$ cat src/rtl/l1_ptr_upd_if.sv
// Request/init handshake bundle between the l1_rd_port array and l1_ptr_upd.
// master = request side (l1_rd_port array), slave = l1_ptr_upd.
interface l1_ptr_upd_if #(
  parameter int nstrms    = 64,
  parameter int sid_width = $clog2(nstrms),
  parameter int nports    = 8
);
  logic [nports*nstrms-1:0] i_req_v;
  logic [nports*nstrms-1:0] i_req_r;
  logic                     i_rst_v;
  logic                     i_rst_r;
  logic [sid_width-1:0]     i_rst_sid;

  modport master (
    output i_req_v, i_rst_v, i_rst_sid,
    input  i_req_r, i_rst_r
  );

  modport slave (
    input  i_req_v, i_rst_v, i_rst_sid,
    output i_req_r, i_rst_r
  );
endinterface

$ cat src/rtl/l1_ptr_upd.sv
// Per-stream L1 read-pointer state. Counts accepted requests per stream each
// cycle and advances that stream's pointer by the count (wrapping). Handles
// stream init commands, which rewind the pointer and mark the stream active.
// Optional: define L1_PTR_ERR_EN to build the sticky protocol-error check.
module l1_ptr_upd #(
  parameter int nstrms    = 64,
  parameter int sid_width = $clog2(nstrms),
  parameter int nports    = 8,
  parameter int ptr_width = 4
) (
  input  logic                        clk,
  input  logic                        reset,
  l1_ptr_upd_if.slave                 bus,
  output logic [nstrms*ptr_width-1:0] o_ptrs,
  output logic [nstrms-1:0]           o_act,
  output logic                        o_err
);

  localparam int CW = $clog2(nports + 1);

  logic [ptr_width-1:0] r_ptr [nstrms];
  logic [nstrms-1:0]    r_act;
  logic [nstrms-1:0]    w_init;
  logic [nstrms-1:0]    w_rdy;
  logic [CW-1:0]        w_cnt [nstrms];

  assign bus.i_rst_r = 1'b1;
  assign o_act       = r_act;

  // Decode the init target and form per-stream ready (init on a stream blocks its requests).
  always_comb begin
    w_init = '0;
    w_rdy  = '0;
    for (int unsigned s = 0; s < nstrms; s++) begin
      w_init[s] = bus.i_rst_v & (bus.i_rst_sid == sid_width'(s));
      w_rdy[s]  = r_act[s] & ~w_init[s];
    end
  end

  // Ready is replicated across all ports of a stream; independent of any valid.
  always_comb begin
    bus.i_req_r = '0;
    for (int unsigned p = 0; p < nports; p++)
      for (int unsigned s = 0; s < nstrms; s++)
        bus.i_req_r[p*nstrms + s] = w_rdy[s];
  end

  // Popcount of accepted requests per stream over all ports.
  always_comb begin
    for (int unsigned s = 0; s < nstrms; s++) begin
      w_cnt[s] = '0;
      for (int unsigned p = 0; p < nports; p++)
        w_cnt[s] = w_cnt[s] + CW'(bus.i_req_v[p*nstrms + s] & w_rdy[s]);
    end
  end

  // Pointer/active registers: init rewinds, otherwise advance by the accept count (mod 2**ptr_width).
  always_ff @(posedge clk or posedge reset) begin
    if (reset) begin
      r_act <= '0;
      for (int unsigned s = 0; s < nstrms; s++)
        r_ptr[s] <= '0;
    end else begin
      for (int unsigned s = 0; s < nstrms; s++) begin
        if (w_init[s]) begin
          r_ptr[s] <= '0;
          r_act[s] <= 1'b1;
        end else begin
          r_ptr[s] <= r_ptr[s] + ptr_width'(w_cnt[s]);
        end
      end
    end
  end

  // Flatten pointer array onto the output bus.
  always_comb begin
    o_ptrs = '0;
    for (int unsigned s = 0; s < nstrms; s++)
      o_ptrs[s*ptr_width +: ptr_width] = r_ptr[s];
  end

`ifdef L1_PTR_ERR_EN
  logic w_err_det;
  logic w_seen;
  logic r_err;

  // Flag requests to inactive streams and ports asserting more than one stream.
  always_comb begin
    w_err_det = 1'b0;
    w_seen    = 1'b0;
    for (int unsigned p = 0; p < nports; p++) begin
      w_seen = 1'b0;
      for (int unsigned s = 0; s < nstrms; s++) begin
        if (bus.i_req_v[p*nstrms + s]) begin
          if (!r_act[s] || w_seen)
            w_err_det = 1'b1;
          w_seen = 1'b1;
        end
      end
    end
  end

  // Sticky error flag, cleared only by reset.
  always_ff @(posedge clk or posedge reset) begin
    if (reset)
      r_err <= 1'b0;
    else if (w_err_det)
      r_err <= 1'b1;
  end

  assign o_err = r_err;
`else
  assign o_err = 1'b0;
`endif

endmodule

$ cat src/flat_wrapper.sv
// flat-port wrapper written by rule: the top's interface ports become plain ports
module l1_ptr_upd_flat 
#(
  parameter int nstrms    = 64,
  parameter int sid_width = $clog2(nstrms),
  parameter int nports    = 8,
  parameter int ptr_width = 4
)
  (clk, reset, o_ptrs, o_act, o_err, bus_i_req_v, bus_i_rst_v, bus_i_rst_sid, bus_i_req_r, bus_i_rst_r);
  l1_ptr_upd_if #(.nstrms(nstrms), .sid_width(sid_width), .nports(nports)) bus_i ();
  input  logic clk;
  input  logic reset;
  output logic [nstrms*ptr_width-1:0] o_ptrs;
  output logic [nstrms-1:0] o_act;
  output logic o_err;
  input wire logic [$bits(bus_i.i_req_v)-1:0] bus_i_req_v;
  input wire logic [$bits(bus_i.i_rst_v)-1:0] bus_i_rst_v;
  input wire logic [$bits(bus_i.i_rst_sid)-1:0] bus_i_rst_sid;
  output wire logic [$bits(bus_i.i_req_r)-1:0] bus_i_req_r;
  output wire logic [$bits(bus_i.i_rst_r)-1:0] bus_i_rst_r;
  assign bus_i.i_req_v = bus_i_req_v;
  assign bus_i.i_rst_v = bus_i_rst_v;
  assign bus_i.i_rst_sid = bus_i_rst_sid;
  assign bus_i_req_r = bus_i.i_req_r;
  assign bus_i_rst_r = bus_i.i_rst_r;
  l1_ptr_upd #(.nstrms(nstrms), .sid_width(sid_width), .nports(nports), .ptr_width(ptr_width)) u_core (.clk(clk), .reset(reset), .bus(bus_i), .o_ptrs(o_ptrs), .o_act(o_act), .o_err(o_err));
endmodule
$ cat config.mk
export PLATFORM = sky130hd
export DESIGN_NAME = l1_ptr_upd_flat
export DESIGN_NICKNAME = d
export VERILOG_FILES = /design/src/rtl/l1_ptr_upd_if.sv /design/src/rtl/l1_ptr_upd.sv /design/src/flat_wrapper.sv
export SDC_FILE = /design/constraint.sdc
export NUM_CORES = 2
export LEC_CHECK = 0
export ABC_AREA = 1
export CORE_AREA = 2 2 521 523
export CTS_BUF_LIST = sky130_fd_sc_hd__clkbuf_2 sky130_fd_sc_hd__clkbuf_4 sky130_fd_sc_hd__clkbuf_8
export CTS_CLUSTER_DIAMETER = 150
export DETAILED_ROUTE_END_ITERATION = 8
export DIE_AREA = 0 0 523 525
export GPL_TIMING_DRIVEN = 0
export PLACE_DENSITY_LB_ADDON = 0.08
export SETUP_SLACK_MARGIN = 0.05
export SLEW_MARGIN = 20
export SYNTH_ARGS = -nofsm -noshare
export SYNTH_HDL_FRONTEND = slang
export SYNTH_SLANG_ARGS = --single-unit
$ cat constraint.sdc
create_clock -name clk -period 21.6 [get_ports clk]
set_input_delay 3.24 -clock clk [delete_from_list [all_inputs] [get_ports clk]]
set_output_delay 3.24 -clock clk [all_outputs]
set_load 0.02 [all_outputs]
======== Word level (Yosys, flattened, before mapping) ========
Cells that the tools add are included.
storage, ports and cells
  output and inout port bits .............. 834
  input port bits ......................... 521
  register bits ........................... 320
cells by class
  mux-type cells .......................... 64
  reduce and logical (&&, ||, !) cells .... 1
  bitwise gates (word level) .............. 704
  equality and inequality tests ........... 63
  $add $sub $neg .......................... 512
operators by type and width
  cell                                                 number
  adder 4 bit                                          512
  bitwise AND 1 bit                                    640
  two-way mux 4 bit                                    64
  equality test 6 bit, second input constant           32
  equality test 6 x 5 -> 1 bit, second input constant  16
  inverter 1 bit                                       64
  equality test 6 x 4 -> 1 bit, second input constant  8
  equality test 6 x 3 -> 1 bit, second input constant  4
  equality test 6 x 2 -> 1 bit, second input constant  2
  equality test 6 x 1 -> 1 bit, second input constant  1
  logical NOT 6 bit                                    1

======== Depth between registers and ports, before layout ========
  word-level depth ........................ 14
  gate-level depth with buffers ........... 17
  mapped depth without buffers ............ 17

======== Least setup slack after synthesis ========
No wires, ideal clock.
  path kind ............................... in2out
  from .................................... in bus_i_rst_v
  to ...................................... out bus_i_req_r[159]
  path buffers ............................ 1
  data required time ...................... 18.360 ns
  arrival ................................. 4.629 ns
  slack ................................... 13.731 ns
  cell stages on the path ................. 6
  cells stage by stage .................... nand2_1 nor2_4 nand2_1 inv_1 nor2_1 buf_4
between the ends
  longest elaborated chain between the ends .. 3
RTL lines
  what               line                text
  from (decl)        flat_wrapper.sv:17  input wire logic [$bits(bus_i.i_rst_v)-1:0] bus_i_rst_v;
  bitwise AND 1 bit  l1_ptr_upd.sv:35    w_init[s] = bus.i_rst_v & (bus.i_rst_sid == sid_width'(s));
  inverter 1 bit     l1_ptr_upd.sv:36    w_rdy[s] = r_act[s] & ~w_init[s];
  bitwise AND 1 bit  l1_ptr_upd.sv:36
  to (decl)          flat_wrapper.sv:19  output wire logic [$bits(bus_i.i_req_r)-1:0] bus_i_req_r;
No other way between the ends.

======== Final worst setup path ========
  from .................................... in bus_i_rst_sid[4]
  to ...................................... out bus_i_req_r[425]
between the ends
  longest elaborated chain between the ends .. 4
RTL lines
  what                 line                text
  from (decl)          flat_wrapper.sv:18  input wire logic [$bits(bus_i.i_rst_sid)-1:0] bus_i_rst_sid;
  equality test 6 bit  l1_ptr_upd.sv:35
  bitwise AND 1 bit    l1_ptr_upd.sv:35
  inverter 1 bit       l1_ptr_upd.sv:36
  bitwise AND 1 bit    l1_ptr_upd.sv:36
No other way between the ends.

==> flow_summary.toml <==
[power_and_ir_drop]
power.switching_uw = 2850
internal_power_uw = 3130
ir_worst_vdd_v = 0.0000453
p_per_area_mw_per_mm2 = 117
swShare_pct = 47.6
seq_power_share_pct = 18.5
clkPwrFrac_pct = 14.7
total_power_uw = 5980
pwr-share-comb_pct = 66.8
p_leak_uw = 0.0247

[cells_and_area]
fillers = 30100
multi_input_area_mm2 = 0.0176
finalNonFillerCells = 8675
nNetsFinal = 6203
final-seq-area_mm2 = 0.00801
syn_to_final_growth_pct = 64.2
drive_above_1_share_pct = 13.8

[place]
dp.cells = 8525
gp_congestion = 0.764
place_ws_ns = 11.34
post-dp-hpwl_mm = 157
port_buffers = 1352

[routing]
dr.pass1.iters = 5
route.detailed.drc = 0
wire_per_inst_um = 20.9
routed_via_density = 3.14
drtAntennaViolNets = 0
wirelength_mm = 181
vias = 27300
drt_iter0_markers = 758

[synthesis]
synth_edf_count = 0
ys_warn_count = 0
synthDistinctLibCells = 17
synth_seq_area_share_pct = 25.7
synth.most_common_cell = "nand2_1"
synth_fp_nets = 4758
syn_area_mm2 = 0.0311
synth-seq-cells = 320
ys_top_cells_by_count = "896 x nand2_1, 573 x inv_1, 451 x buf_4"
synth_top_cell_by_area = "dfrtp_1"
synth.area.top_cells = "dfrtp_1 26%, fa_1 21%, ha_1 13%, buf_4 11%, nand2_1 11%"
synth_top_cell_area_share_pct = 25.7
postSynthAreaPerCell_um2 = 8.65
async_flop_share_pct = 100
synth_ff_type = "dfrtp_1"
syn_inst = 3597

[outcome]
status = "complete, no violations"

[sta]
whs_ns = 0.487
max_clock_freq_mhz = 101
fin_ws_ns = 11.71
fin_skew_ns = 0.0495
final.period_utilization_pct = 45.8
finalSetupTns_ns = 0
relSlewSlack_pct = 31.0
setup_viol = 0
period_needed_ns = 9.89
worst_pin_slew_ns = 1.03
rsz0062_at_grt = "no"
hold_viol = 0
drv_slew = 0

[setup_path]
critPathCaptureType = "output pin"
cp_max_fo = 16
cp.arrival_ns = 6.65
cp.required_ns = 18.36
critPathLaunchType = "primary input"
crit_type = "in -> out"

[clocking]
cts_root_buffer = "clkbuf_8"
clk_latency_ns = 0.82
cts_tree = "done"
cts_buffers = 85
post_cts_buffers = 0
cts-htree-levels = 3
cts.sinks = 320
worst_setup_hold_path_clk_slew_ns = 0.05
cts_hold_buf = 0
clockBufferDepth = 3
post_cts_resize_count = 0

[grt]
track_usage_pct = 13.0
grt_max_degree = 74
grt-ovfl-total = 0
antenna_found_initial = 47
grt_first_pass_wirelength_mm = 246
grt_pass1_vias = 29600

[floorplan]
io_pins = 1355
std_cell_rows = 191
core_mm2 = 0.269
die_w_um = 523
die_y_um = 525
start_util_pct = 11.6
die_area_mm2 = 0.275

[flow_run]
cap_violations = 0

[min_path]
min_path_type = "reg -> reg"
final timing paths:
path | end | start | cells past startpoint | slack (ns)
setup reg to reg | u_core.o_ptrs[30] | u_core.o_act[7] | 10 | 17.17
hold reg to reg | u_core.o_act[45] | u_core.o_act[45] | 2 | 0.49
max in group asynchronous | u_core.o_ptrs[148] | reset | 4 | 17.31
setup / recovery | bus_i_req_r[425] | bus_i_rst_sid[4] | 8 | 11.71
hold / removal | u_core.o_act[45] | u_core.o_act[45] | 2 | 0.49
min in group asynchronous | u_core.o_ptrs[1] | reset | 2 | 2.86
worst max-delay path, cell delays in order:
cell	delay, ns
clkdlybuf4s50_1	0.48
inv_1	0.06
nand3_1	0.27
buf_2	0.64
nor2_1	0.41
nor2_2	0.69
buf_4	0.22
clkdlybuf4s50_1	0.59
placed cells by master (no fill, tap or decap):
| cell type | Yosys | routed |
|---|---|---|
| clkdlybuf4s50_1 | 0 | 1352 |
| clkbuf_4 | 0 | 33 |
| clkinvlp_4 | 0 | 1 |
| ha_1 | 320 | 320 |
| nand3_1 | 108 | 108 |
| nor2_4 | 35 | 37 |
| clkbuf_8 | 0 | 105 |
| diode_2 | 0 | 4 |
| nor2_2 | 50 | 56 |
| nand2_1 | 896 | 896 |
| buf_2 | 3 | 5 |
| inv_8 | 0 | 3 |
| fa_1 | 320 | 320 |
| nand3_2 | 1 | 1 |
| xor2_1 | 85 | 85 |
| clkinv_8 | 0 | 2 |
| buf_16 | 0 | 5 |
| inv_1 | 573 | 572 |
| dfrtp_1 | 320 | 320 |
| conb_1 | 2 | 2 |
| buf_4 | 451 | 451 |
| buf_6 | 2 | 3 |
| a21oi_1 | 107 | 107 |
| nor2_1 | 322 | 314 |
| clkinv_2 | 0 | 3 |
stage by stage:
step           utilization (%)  instance area, um2
3_3_place_gp              18.2               49100
4_1_cts                   19.0               51100
2_1_floorplan                -               31100
6_report                  19.0               51100
3_5_place_dp              18.3               49300
5_1_grt                   19.0               51100
power groups by stage:
stage	clock network [uW]	logic, uW	registers, uW
6_report	877	3990	1100
5_1_grt	966	4630	1150
4_1_cts	950	4130	1120
3_5_place_dp	0	4090	1120
3_3_place_gp	0	4120	1120
2_1_floorplan	0	2260	1360
layer usage:
| metal | up-vias | GRT usage (%) | wire, um |
|---|---|---|---|
| met5 | - | 0 | 207 |
| met4 | 30 | 2.47 | 2670 |
| met3 | 181 | 5.99 | 19700 |
| met2 | 987 | 22.6 | 87800 |
| met1 | 12700 | 14.4 | 70800 |
| li1 | 13300 | - | - |
area by class of cell:
class | count | share of cell area [%]
Multi-Input combinational cell | 2246 | 34.4
Tap cell | 3570 | 8.74
Inverter | 573 | 4.22
Sequential cell | 320 | 15.7
Antenna cell | 4 | 0.0196
Buffer | 458 | 6.72
Timing Repair Buffer | 1358 | 26.8
Clock inverter | 8 | 0.152
Clock buffer | 138 | 3.31
cell families after synthesis:
family / after synthesis / share of synthesized area, %
simple gates: 1412 / 18.7
fa+ha+maj: 640 / 33.5
flops: 320 / 25.7
other cells: 2 / 0.0241
compound gates: 107 / 1.72
xor+xnor: 85 / 2.39
buf+inv: 1031 / 17.9
registers in the layout, indices dropped and copies added, names as in the netlist:
register / cells
u_core.o_act: 64
u_core.o_ptrs: 256
Note: power is estimated with default switching activity, not from simulation.
